===== config.mk =====
export PLATFORM = sky130hd
export DESIGN_NAME = prog_fill_engine
export DESIGN_NICKNAME = d
export VERILOG_FILES = /design/src/rtl/prog_cache_pkg.sv /design/src/rtl/prog_line_assembler.sv /design/src/rtl/prog_fill_engine.sv
export SDC_FILE = /design/constraint.sdc
export NUM_CORES = 1
export LEC_CHECK = 0
export ABC_AREA = 1
export ABC_CLOCK_PERIOD_IN_PS = 25000
export BUFFER_PORTS_ARGS = -buffer_cell sky130_fd_sc_hd__buf_2
export CORE_MARGIN = 5
export CORE_UTILIZATION = 50
export CTS_CLUSTER_SIZE = 10
export DETAILED_ROUTE_END_ITERATION = 7
export GPL_ROUTABILITY_DRIVEN = 0
export HOLD_SLACK_MARGIN = 0.05
export PLACE_DENSITY_LB_ADDON = 0.05
export SLEW_MARGIN = 25
export SYNTH_ARGS = -nofsm -noshare
export SYNTH_HDL_FRONTEND = slang
export SYNTH_HIERARCHICAL = 1
export SYNTH_SLANG_ARGS = --single-unit

===== constraint.sdc =====
create_clock -name clk -period 25 [get_ports clk]
set_input_delay 2.5 -clock clk [delete_from_list [all_inputs] [get_ports clk]]
set_output_delay 2.5 -clock clk [all_outputs]
set_load 0.01 [all_outputs]

===== src/rtl/prog_cache_pkg.sv =====
// Shared definitions for the program cache refill path: geometry of the
// cacheable region, the fill FSM state type and the word address builder.
package prog_cache_pkg;

  localparam int TOP_ADDR_WIDTH    = 18;
  localparam int LINE_INDEX_WIDTH  = 8;
  localparam int LINE_WIDTH        = 512;
  localparam int WORD_WIDTH        = 32;
  localparam int ADDR_WIDTH        = 32;
  localparam int WORDS_PER_LINE    = LINE_WIDTH / WORD_WIDTH;
  localparam int WORD_SEL_WIDTH    = $clog2(WORDS_PER_LINE);
  localparam int WORD_CNT_WIDTH    = WORD_SEL_WIDTH + 1;
  localparam int WORD_OFFSET_WIDTH = $clog2(WORD_WIDTH / 8);

  typedef enum logic [1:0] {
    IDLE,
    FILL,
    PUSH,
    DONE
  } fill_state_t;

  // Byte address of one word: tag, line index, word slot, then a zero byte offset.
  function automatic logic [ADDR_WIDTH-1:0] make_word_addr(
    input logic [TOP_ADDR_WIDTH-1:0]   tag,
    input logic [LINE_INDEX_WIDTH-1:0] idx,
    input logic [WORD_SEL_WIDTH-1:0]   slot
  );
    return {tag, idx, slot, {WORD_OFFSET_WIDTH{1'b0}}};
  endfunction

endpackage


===== src/rtl/prog_line_assembler.sv =====
// Collects read-data words returned by program memory into one cache line.
// Words arrive in request order, so the receive counter doubles as the slot
// pointer. A return is only accepted while fewer words have been received
// than issued; anything else is a stray beat and is dropped.
module prog_line_assembler
  import prog_cache_pkg::*;
(
  input  logic                      clk,
  input  logic                      rst,
  input  logic                      i_clear,
  input  logic                      i_enable,
  input  logic                      i_rvalid,
  input  logic [WORD_WIDTH-1:0]     i_rdata,
  input  logic [WORD_CNT_WIDTH-1:0] i_issue_cnt,
  output logic                      o_last_beat,
  output logic                      o_line_full,
  output logic [LINE_WIDTH-1:0]     o_line
);

  logic [WORD_CNT_WIDTH-1:0] r_recv_cnt;
  logic [LINE_WIDTH-1:0]     r_line;
  logic                      w_accept;

  assign w_accept    = i_enable & i_rvalid & (r_recv_cnt < i_issue_cnt);
  assign o_last_beat = w_accept & (r_recv_cnt == WORD_CNT_WIDTH'(WORDS_PER_LINE - 1));
  assign o_line_full = (r_recv_cnt == WORD_CNT_WIDTH'(WORDS_PER_LINE));
  assign o_line      = r_line;

  // Count accepted words; cleared between lines and whenever the engine is idle.
  always_ff @(posedge clk or posedge rst) begin
    if (rst) begin
      r_recv_cnt <= '0;
    end else if (i_clear) begin
      r_recv_cnt <= '0;
    end else if (w_accept) begin
      r_recv_cnt <= r_recv_cnt + 1'b1;
    end
  end

  // Drop each accepted word into its slot; word n lands in bits [32n+31:32n].
  always_ff @(posedge clk or posedge rst) begin
    if (rst) begin
      r_line <= '0;
    end else if (w_accept) begin
      r_line[r_recv_cnt[WORD_SEL_WIDTH-1:0] * WORD_WIDTH +: WORD_WIDTH] <= i_rdata;
    end
  end

endmodule


===== src/rtl/prog_fill_engine.sv =====
// Memory-side responder for program cache refills. On a request it captures
// the region tag, reads the region's 256 lines word by word from program
// memory and pushes each assembled line, tagged with its index, into the
// line FIFO feeding the cache.
// Optional build macro: PROG_FILL_CRIT_FIRST_EN adds the req_line input so the
// fill starts at the requested line and wraps round the region.
module prog_fill_engine
  import prog_cache_pkg::*;
(
  input  logic                        clk,
  input  logic                        rst,
  input  logic                        is_req,
  input  logic [TOP_ADDR_WIDTH-1:0]   req_addr,
`ifdef PROG_FILL_CRIT_FIRST_EN
  input  logic [LINE_INDEX_WIDTH-1:0] req_line,
`endif
  output logic                        req_ack,
  output logic                        busy,
  output logic                        fill_done,
  output logic                        mem_req,
  output logic [ADDR_WIDTH-1:0]       mem_addr,
  input  logic                        mem_ready,
  input  logic                        mem_rvalid,
  input  logic [WORD_WIDTH-1:0]       mem_rdata,
  output logic                        fifo_wr_en,
  output logic [LINE_INDEX_WIDTH-1:0] fifo_wr_addr,
  output logic [LINE_WIDTH-1:0]       fifo_wr_line,
  input  logic                        fifo_full
);

  fill_state_t                 r_state;
  fill_state_t                 w_next_state;
  logic [TOP_ADDR_WIDTH-1:0]   r_tag;
  logic [LINE_INDEX_WIDTH-1:0] r_line_idx;
  logic [WORD_CNT_WIDTH-1:0]   r_issue_cnt;

  logic                        w_capture;
  logic                        w_issue_open;
  logic                        w_issue;
  logic                        w_push;
  logic                        w_last_line;
  logic                        w_last_beat;
  logic                        w_line_full;
  logic                        w_asm_clear;
  logic [LINE_WIDTH-1:0]       w_line;
  logic [LINE_INDEX_WIDTH-1:0] w_start_line;

`ifdef PROG_FILL_CRIT_FIRST_EN
  logic [LINE_INDEX_WIDTH-1:0] r_first_line;

  // Remember where the fill started so the wrap-around end can be detected.
  always_ff @(posedge clk or posedge rst) begin
    if (rst) begin
      r_first_line <= '0;
    end else if (w_capture) begin
      r_first_line <= req_line;
    end
  end

  assign w_start_line = req_line;
  assign w_last_line  = (LINE_INDEX_WIDTH'(r_line_idx + 1'b1) == r_first_line);
`else
  assign w_start_line = '0;
  assign w_last_line  = (r_line_idx == {LINE_INDEX_WIDTH{1'b1}});
`endif

  assign w_capture    = (r_state == IDLE) & is_req;
  assign w_issue_open = (r_state == FILL) & (r_issue_cnt < WORD_CNT_WIDTH'(WORDS_PER_LINE));
  assign w_issue      = w_issue_open & mem_ready;
  assign w_push       = (r_state == PUSH) & w_line_full & ~fifo_full;
  assign w_asm_clear  = (r_state == IDLE) | w_push;

  prog_line_assembler u_assembler (
    .clk         (clk),
    .rst         (rst),
    .i_clear     (w_asm_clear),
    .i_enable    (r_state == FILL),
    .i_rvalid    (mem_rvalid),
    .i_rdata     (mem_rdata),
    .i_issue_cnt (r_issue_cnt),
    .o_last_beat (w_last_beat),
    .o_line_full (w_line_full),
    .o_line      (w_line)
  );

  // State register; reset anywhere abandons the fill without pushing.
  always_ff @(posedge clk or posedge rst) begin
    if (rst) begin
      r_state <= IDLE;
    end else begin
      r_state <= w_next_state;
    end
  end

  // Next state and all outward signals, zero unless the state drives them.
  always_comb begin
    w_next_state = r_state;
    req_ack      = 1'b0;
    busy         = 1'b0;
    fill_done    = 1'b0;
    mem_req      = 1'b0;
    mem_addr     = '0;
    fifo_wr_en   = 1'b0;
    fifo_wr_addr = '0;
    fifo_wr_line = '0;
    case (r_state)
      IDLE: begin
        if (is_req) begin
          req_ack      = 1'b1;
          w_next_state = FILL;
        end
      end
      FILL: begin
        busy    = 1'b1;
        mem_req = w_issue_open;
        if (w_issue_open) begin
          mem_addr = make_word_addr(r_tag, r_line_idx, r_issue_cnt[WORD_SEL_WIDTH-1:0]);
        end
        if (w_last_beat) begin
          w_next_state = PUSH;
        end
      end
      PUSH: begin
        busy         = 1'b1;
        fifo_wr_en   = w_push;
        fifo_wr_addr = r_line_idx;
        fifo_wr_line = w_line;
        if (w_push) begin
          w_next_state = w_last_line ? DONE : FILL;
        end
      end
      DONE: begin
        busy         = 1'b1;
        fill_done    = 1'b1;
        w_next_state = IDLE;
      end
      default: w_next_state = IDLE;
    endcase
  end

  // Tag is sampled only at capture; line index steps after each push but the last.
  always_ff @(posedge clk or posedge rst) begin
    if (rst) begin
      r_tag      <= '0;
      r_line_idx <= '0;
    end else if (w_capture) begin
      r_tag      <= req_addr;
      r_line_idx <= w_start_line;
    end else if (w_push && !w_last_line) begin
      r_line_idx <= r_line_idx + 1'b1;
    end
  end

  // Issue counter: one word per accepted beat, restarted for every line.
  always_ff @(posedge clk or posedge rst) begin
    if (rst) begin
      r_issue_cnt <= '0;
    end else if (w_capture || w_push) begin
      r_issue_cnt <= '0;
    end else if (w_issue) begin
      r_issue_cnt <= r_issue_cnt + 1'b1;
    end
  end

endmodule


==> run metrics, run 1 <==
Hold Path Origin=u_assembler/o_line[126]; row count=90; Layout Nets=4896; placed wire-length estimate=72.4 mm; Die Y=257 um; Area Growth Syn to Fin=15.7%; DR pass1 iterations=5; Routed WL=112 mm; clock latency on the worst-skew pair=600 ps; vias in the first global route=28.4k; critical register-to-register path startpoint=u_assembler/r_recv_cnt[0]; CTS tree=built; Sink Count=550; Hold Path Sink=u_assembler/o_line[126]; Routed Antenna Nets=0; Clock Tree Buf Depth=3; pin slew with the least headroom to its limit=1050 ps; routed vias=30.1k; CP arrival=3800 ps; Initial Util=50.4%; Post-synth ARST share=100%; cts repair resizes=0; crit path capture type=primary output; setup TNS=0 ps; Power, Total=2680 uW; hold buffers post-CTS=0; count of pins over their slew limit=0; CP Launch Type=flop; most frequent cells in the layout=nand2_1 (1111), nor2_1 (768), buf_2 (610); top-area cell type share of the netlist area=45.2%; setup violators final=0; slew margin rel.=29.7%; vias per cell=5.34; DRC violations left=0; R2R setup slack=19120 ps; gate count after technology mapping=4446; hold depth=2; Post-synth EDFFs=0; Min Clock Period, post-route=6300 ps; Synth Cell Area=30400 sq um; first-pass GRT wire length=171 mm; DIE AREA=65900 sq um; Netlist cell types=32; Required @ worst endpoint=22500 ps; Routed WL per cell=19.9 um; initial antenna violation count=2; core footprint=60400 sq um; run status=complete, no violations; period utilisation layout=25.2%; Reg2Reg Depth=16; Port Buffer Count=610; PD cells=76.0 nW/um^2; CP Max Fanout=129; area leader, netlist=dfrtp_1; Pleak=0.0184 uW; largest net degree at the start of global routing=158; Clock Pin Slew Worst Setup and Hold Paths=50 ps; GRT Resource Usage Total=32.9%; largest cells by area after synthesis=dfrtp_1 (45%), nand2_1 (14%), nand3_1 (9.8%); Synth Register Bits=550; root buffer cell=clkbuf_16; num ports=613; Synth warnings=6; reg2reg end=u_assembler/o_line[304]; sequential-to-total area share from yosys stat=45.2%; most common cell after layout, fill and taps aside=nand2_1; Syn Area/Cell=6.85 sq um; maximum VDD drop=0.0850 mV; HP Class=reg -> reg; Clock Skew=18.4 ps; Hold Vio Cnt, Final=0; Inserted Clock Buffers=66; Max-cap violations=0; Top FF cell, synth=dfrtp_1; RSZ-0062 raised after global routing=false; GR Overflow Total=0; H-tree levels=3; WS Path Type=reg -> out; violation count after the first detailed-route iteration=3313; share of layout cells above drive strength 1=17.1%; Final Core Density=58.4%; post-CTS setup buffers=0; Chip Width=257 um; Fmax achieved=159 MHz
Yosys cell counts, types with 11 or more instances:
cell / number
buf_4: 21
o21ai_0: 19
buf_2: 200
nand2_1: 1113
nand3_1: 595
or2_2: 44
nor3_1: 260
inv_1: 595
inv_2: 11
clkbuf_1: 113
or2_1: 20
nand4_1: 65
dfrtp_1: 550
nor2_1: 775
kinds of logic after synthesis:
group	count (synthesis)	share of synthesized area [%]
AO/OA/AOI/OAI	38	0.740
XOR/XNOR	6	0.234
adder cells (fa/ha/maj)	10	0.411
buffers and inverters	952	12.9
flip-flops	550	45.2
other	1	0.0123
AND/OR/NAND/NOR	2889	40.5
registers in the layout, summed over array words and instances, names as in the netlist:
name                    flops
u_assembler/o_line        512
r_tag                      18
r_line_idx                  8
r_issue_cnt                 5
u_assembler/r_recv_cnt      5
r_state                     2
power by group:
| group | total, uW | switching [uW] | internal, uW |
|---|---|---|---|
| logic | 790 | 640 | 149 |
| registers | 1020 | 49.8 | 970 |
| clock network | 869 | 366 | 503 |
how the worst max path moves through the flow:
stage,start,to,slack (ps),depth (start not counted)
2_1_floorplan,rst,u_assembler/o_line[0],8060,1
3_3_place_gp,mem_rvalid,u_assembler/o_line[309],18360,12
3_5_place_dp,mem_rvalid,u_assembler/o_line[304],18320,12
4_1_cts,r_state[0],fifo_wr_line[349],18570,6
5_1_grt,r_state[0],fifo_wr_line[346],18430,6
6_report,r_state[0],fifo_wr_line[346],18700,6
through the flow:
stage | instances | hold slack (ps) | area [sq um] | worst slack (ps)
2_1_floorplan | 4447 | 442 | 30500 | 8060
3_3_place_gp | 5544 | 453 | 33400 | 18360
3_5_place_dp | 5544 | 458 | 33400 | 18320
4_1_cts | 5633 | 471 | 35200 | 18570
5_1_grt | 5633 | 485 | 35200 | 18430
6_report | 5635 | 467 | 35200 | 18700
area by class of cell:
cell class	count	area (sq um)
fill	6089	25100
sequential	550	13800
multi-input combinational	2945	12900
timing repair buffer	661	3460
inverter	606	2300
clock buffer	87	1820
tap	782	978
clock inverter	2	17.5
antenna	2	5.00
critical path, stage by stage (launching register included):
cell and delay, ps:
dfrtp_1 410, inv_2 100, nand2_8 490, buf_4 860, buf_4 860, nor2_1 130
buf_2 190
metal layers:
metal  share of wire [%]  GRT usage, %  vias up
li1                    -             -    14300
met4                 4.5          13.3        0
met5                   0             0        -
met3                 8.8          7.96      235
met2                  47          52.5     1323
met1                  40          43.4    14200
Note: power is estimated with default switching activity, not from simulation.
==> run 2: changes to the inputs <==
--- a/config.mk
+++ b/config.mk
@@ -6,7 +6,7 @@
 export NUM_CORES = 1
 export LEC_CHECK = 0
 export ABC_AREA = 1
-export ABC_CLOCK_PERIOD_IN_PS = 25000
+export ABC_CLOCK_PERIOD_IN_PS = 5100
 export BUFFER_PORTS_ARGS = -buffer_cell sky130_fd_sc_hd__buf_2
 export CORE_MARGIN = 5
 export CORE_UTILIZATION = 50
==> constraint.sdc (replaced) <==
create_clock -name clk -period 5.1 [get_ports clk]
set_input_delay 0.51 -clock clk [delete_from_list [all_inputs] [get_ports clk]]
set_output_delay 0.51 -clock clk [all_outputs]
set_load 0.01 [all_outputs]
==> run metrics, run 2 (synthesis gave the netlist of run 1 again) <==
setup violators final=0 (unchanged); most frequent cells in the layout=nand2_1 (1103), nor2_1 (768), buf_2 (610) (was nand2_1 (1111), nor2_1 (768), buf_2 (610)); Hold Vio Cnt, Final=0 (unchanged); cts repair resizes=0 (unchanged); Inserted Clock Buffers=66 (unchanged); row count=90 (unchanged); Clock Tree Buf Depth=3 (unchanged); vias in the first global route=28.7k (was 28.4k); Reg2Reg Depth=9 (was 16); filler instances=6057 (was 6089); post-CTS setup buffers=0 (unchanged); slew margin rel.=31.6% (was 29.7%); Fmax achieved=272 MHz; Sink Count=550 (unchanged); initial antenna violation count=3 (was 2); Routed WL per cell=20.0 um (was 19.9 um); Min Clock Period, post-route=3680 ps; GR Overflow Total=0 (unchanged); period utilisation layout=72.1%; critical path's most frequent cell=nand2_1 (was buf_4); maximum VDD drop=0.400 mV (was 0.0850 mV); WS Path Type=reg -> reg (was reg -> out); pin slew with the least headroom to its limit=1020 ps (was 1050 ps); vias per cell=5.39 (was 5.34); Multi-input gate area=12900 sq um (about the same); Area Growth Syn to Fin=16.0% (was 15.7%); Critical Path Stages=9 (was 6); HP Class=in -> reg (was reg -> reg); Worst path max stage delay=580 ps (was 860 ps); CP Max Fanout=70 (was 129); placed wire-length estimate=74.5 mm (was 72.4 mm); Clock Pin Slew Worst Setup and Hold Paths=60 ps (was 50 ps); DIE AREA=65900 sq um (unchanged); core footprint=60400 sq um (unchanged); delay-heaviest family, CP=simple AND/OR/NAND/NOR gates (was buffers and inverters); Routed WL=112 mm (about the same); RSZ-0062 raised after global routing=false (unchanged); Power, Total=13100 uW (was 2680 uW); critical-path cell list=nor3_1, ha_4, inv_8, nand2_1, nor2_4, nand2_1, buf_4, nand2_1, nand2_1 (was inv_2, nand2_8, buf_4, buf_4, nor2_1, buf_2); count of pins over their slew limit=0 (unchanged); num ports=613 (unchanged); CTS tree=built (unchanged); Clock Skew=14.7 ps (was 18.4 ps); Layout Nets=4896 (unchanged); largest net degree at the start of global routing=172 (was 158); Die Y=257 um (unchanged); CP arrival=4150 ps (was 3800 ps); hold depth=3 (was 2); worst path buffer plus inverter count=2 (was 4); violation count after the first detailed-route iteration=3518 (was 3313); run status=complete, no violations (unchanged); Initial Util=50.4% (unchanged); first-pass GRT wire length=172 mm (was 171 mm); Routed Antenna Nets=0 (unchanged); PD cells=372 nW/um^2 (was 76.0 nW/um^2); most common cell after layout, fill and taps aside=nand2_1 (unchanged); share of layout cells above drive strength 1=17.4% (was 17.1%); clock latency on the worst-skew pair=600 ps (about the same); CP Launch Type=flop (unchanged); register area=13800 sq um (unchanged); H-tree levels=3 (unchanged); Required @ worst endpoint=5570 ps (was 22500 ps); hold buffers post-CTS=1 (was 0); root buffer cell=clkbuf_16 (unchanged); Crit-path slowest cell=nand2_1 (was buf_4); Chip Width=257 um (unchanged); max reg flops=512 (unchanged); DR pass1 iterations=8 (was 5); DRC violations left=0 (unchanged); GRT Resource Usage Total=33.0% (was 32.9%); ANT cells=0 (was 2); routed vias=30.3k (was 30.1k); crit path capture type=flop (was primary output); Port Buffer Count=610 (unchanged); Pleak=0.0185 uW (was 0.0184 uW); Max-cap violations=0 (unchanged); hold_ws=117 ps (was 467 ps)
==> run 2: stage by stage <==
stage	setup TNS, ps	instance area [sq um]	worst slack, ps	cells	utilization, %
after global placement	0	33400	1420	5543	55.4
after CTS	0	35300	1370	5628	58.5
after floorplan	-1257480	30500	-2430	4447	-
after global routing	0	35300	1200	5628	58.5
after detailed placement	0	33500	1390	5543	55.4
final	0	35300	1420	5628	58.5
==> run 2: area by class of cell <==
cell class	instances	area share (%)
Inverter	606	6.49
Timing Repair Buffer	661	10.0
Sequential cell	550	39.0
Clock inverter	3	0.0637
Multi-Input combinational cell	2945	36.5
Clock buffer	81	5.18
Tap cell	782	2.77
==> run 2: power by group <==
group	switching (uW)	total [uW]	leakage, uW	internal [uW]
logic	3110	3860	0.00997	759
registers	235	4990	0.00761	4760
clock network	1790	4280	0.000913	2490
==> run 2: worst register-to-register path, stage by stage (launching register included) <==
cell	delay [ps]
dfrtp_1	520
nor3_1	320
ha_4	500
inv_8	380
nand2_1	160
nor2_4	560
nand2_1	580
buf_4	390
nand2_1	100
nand2_1	50
==> run 2: per-layer routing <==
layer | vias up | part of all wire, % | global-route usage, %
met2 | 1340 | 47 | 52.9
met4 | 6 | 4.1 | 12.2
met1 | 14500 | 40 | 43.5
met3 | 218 | 9.6 | 8.62
li1 | 14300 | - | -
met5 | - | 0.041 | 0
==> run 2: path summary, 6_finish.rpt <==
check	startpoint	end	slack [ps]
setup / recovery	u_assembler/r_recv_cnt[2]	u_assembler/o_line[424]	1420
hold / removal	req_addr[6]	r_tag[6]	120
max in group asynchronous	rst	u_assembler/o_line[234]	3170
hold reg to reg	u_assembler/o_line[409]	u_assembler/o_line[409]	470
min in group asynchronous	rst	u_assembler/o_line[271]	570
setup reg to reg	u_assembler/r_recv_cnt[2]	u_assembler/o_line[424]	1420
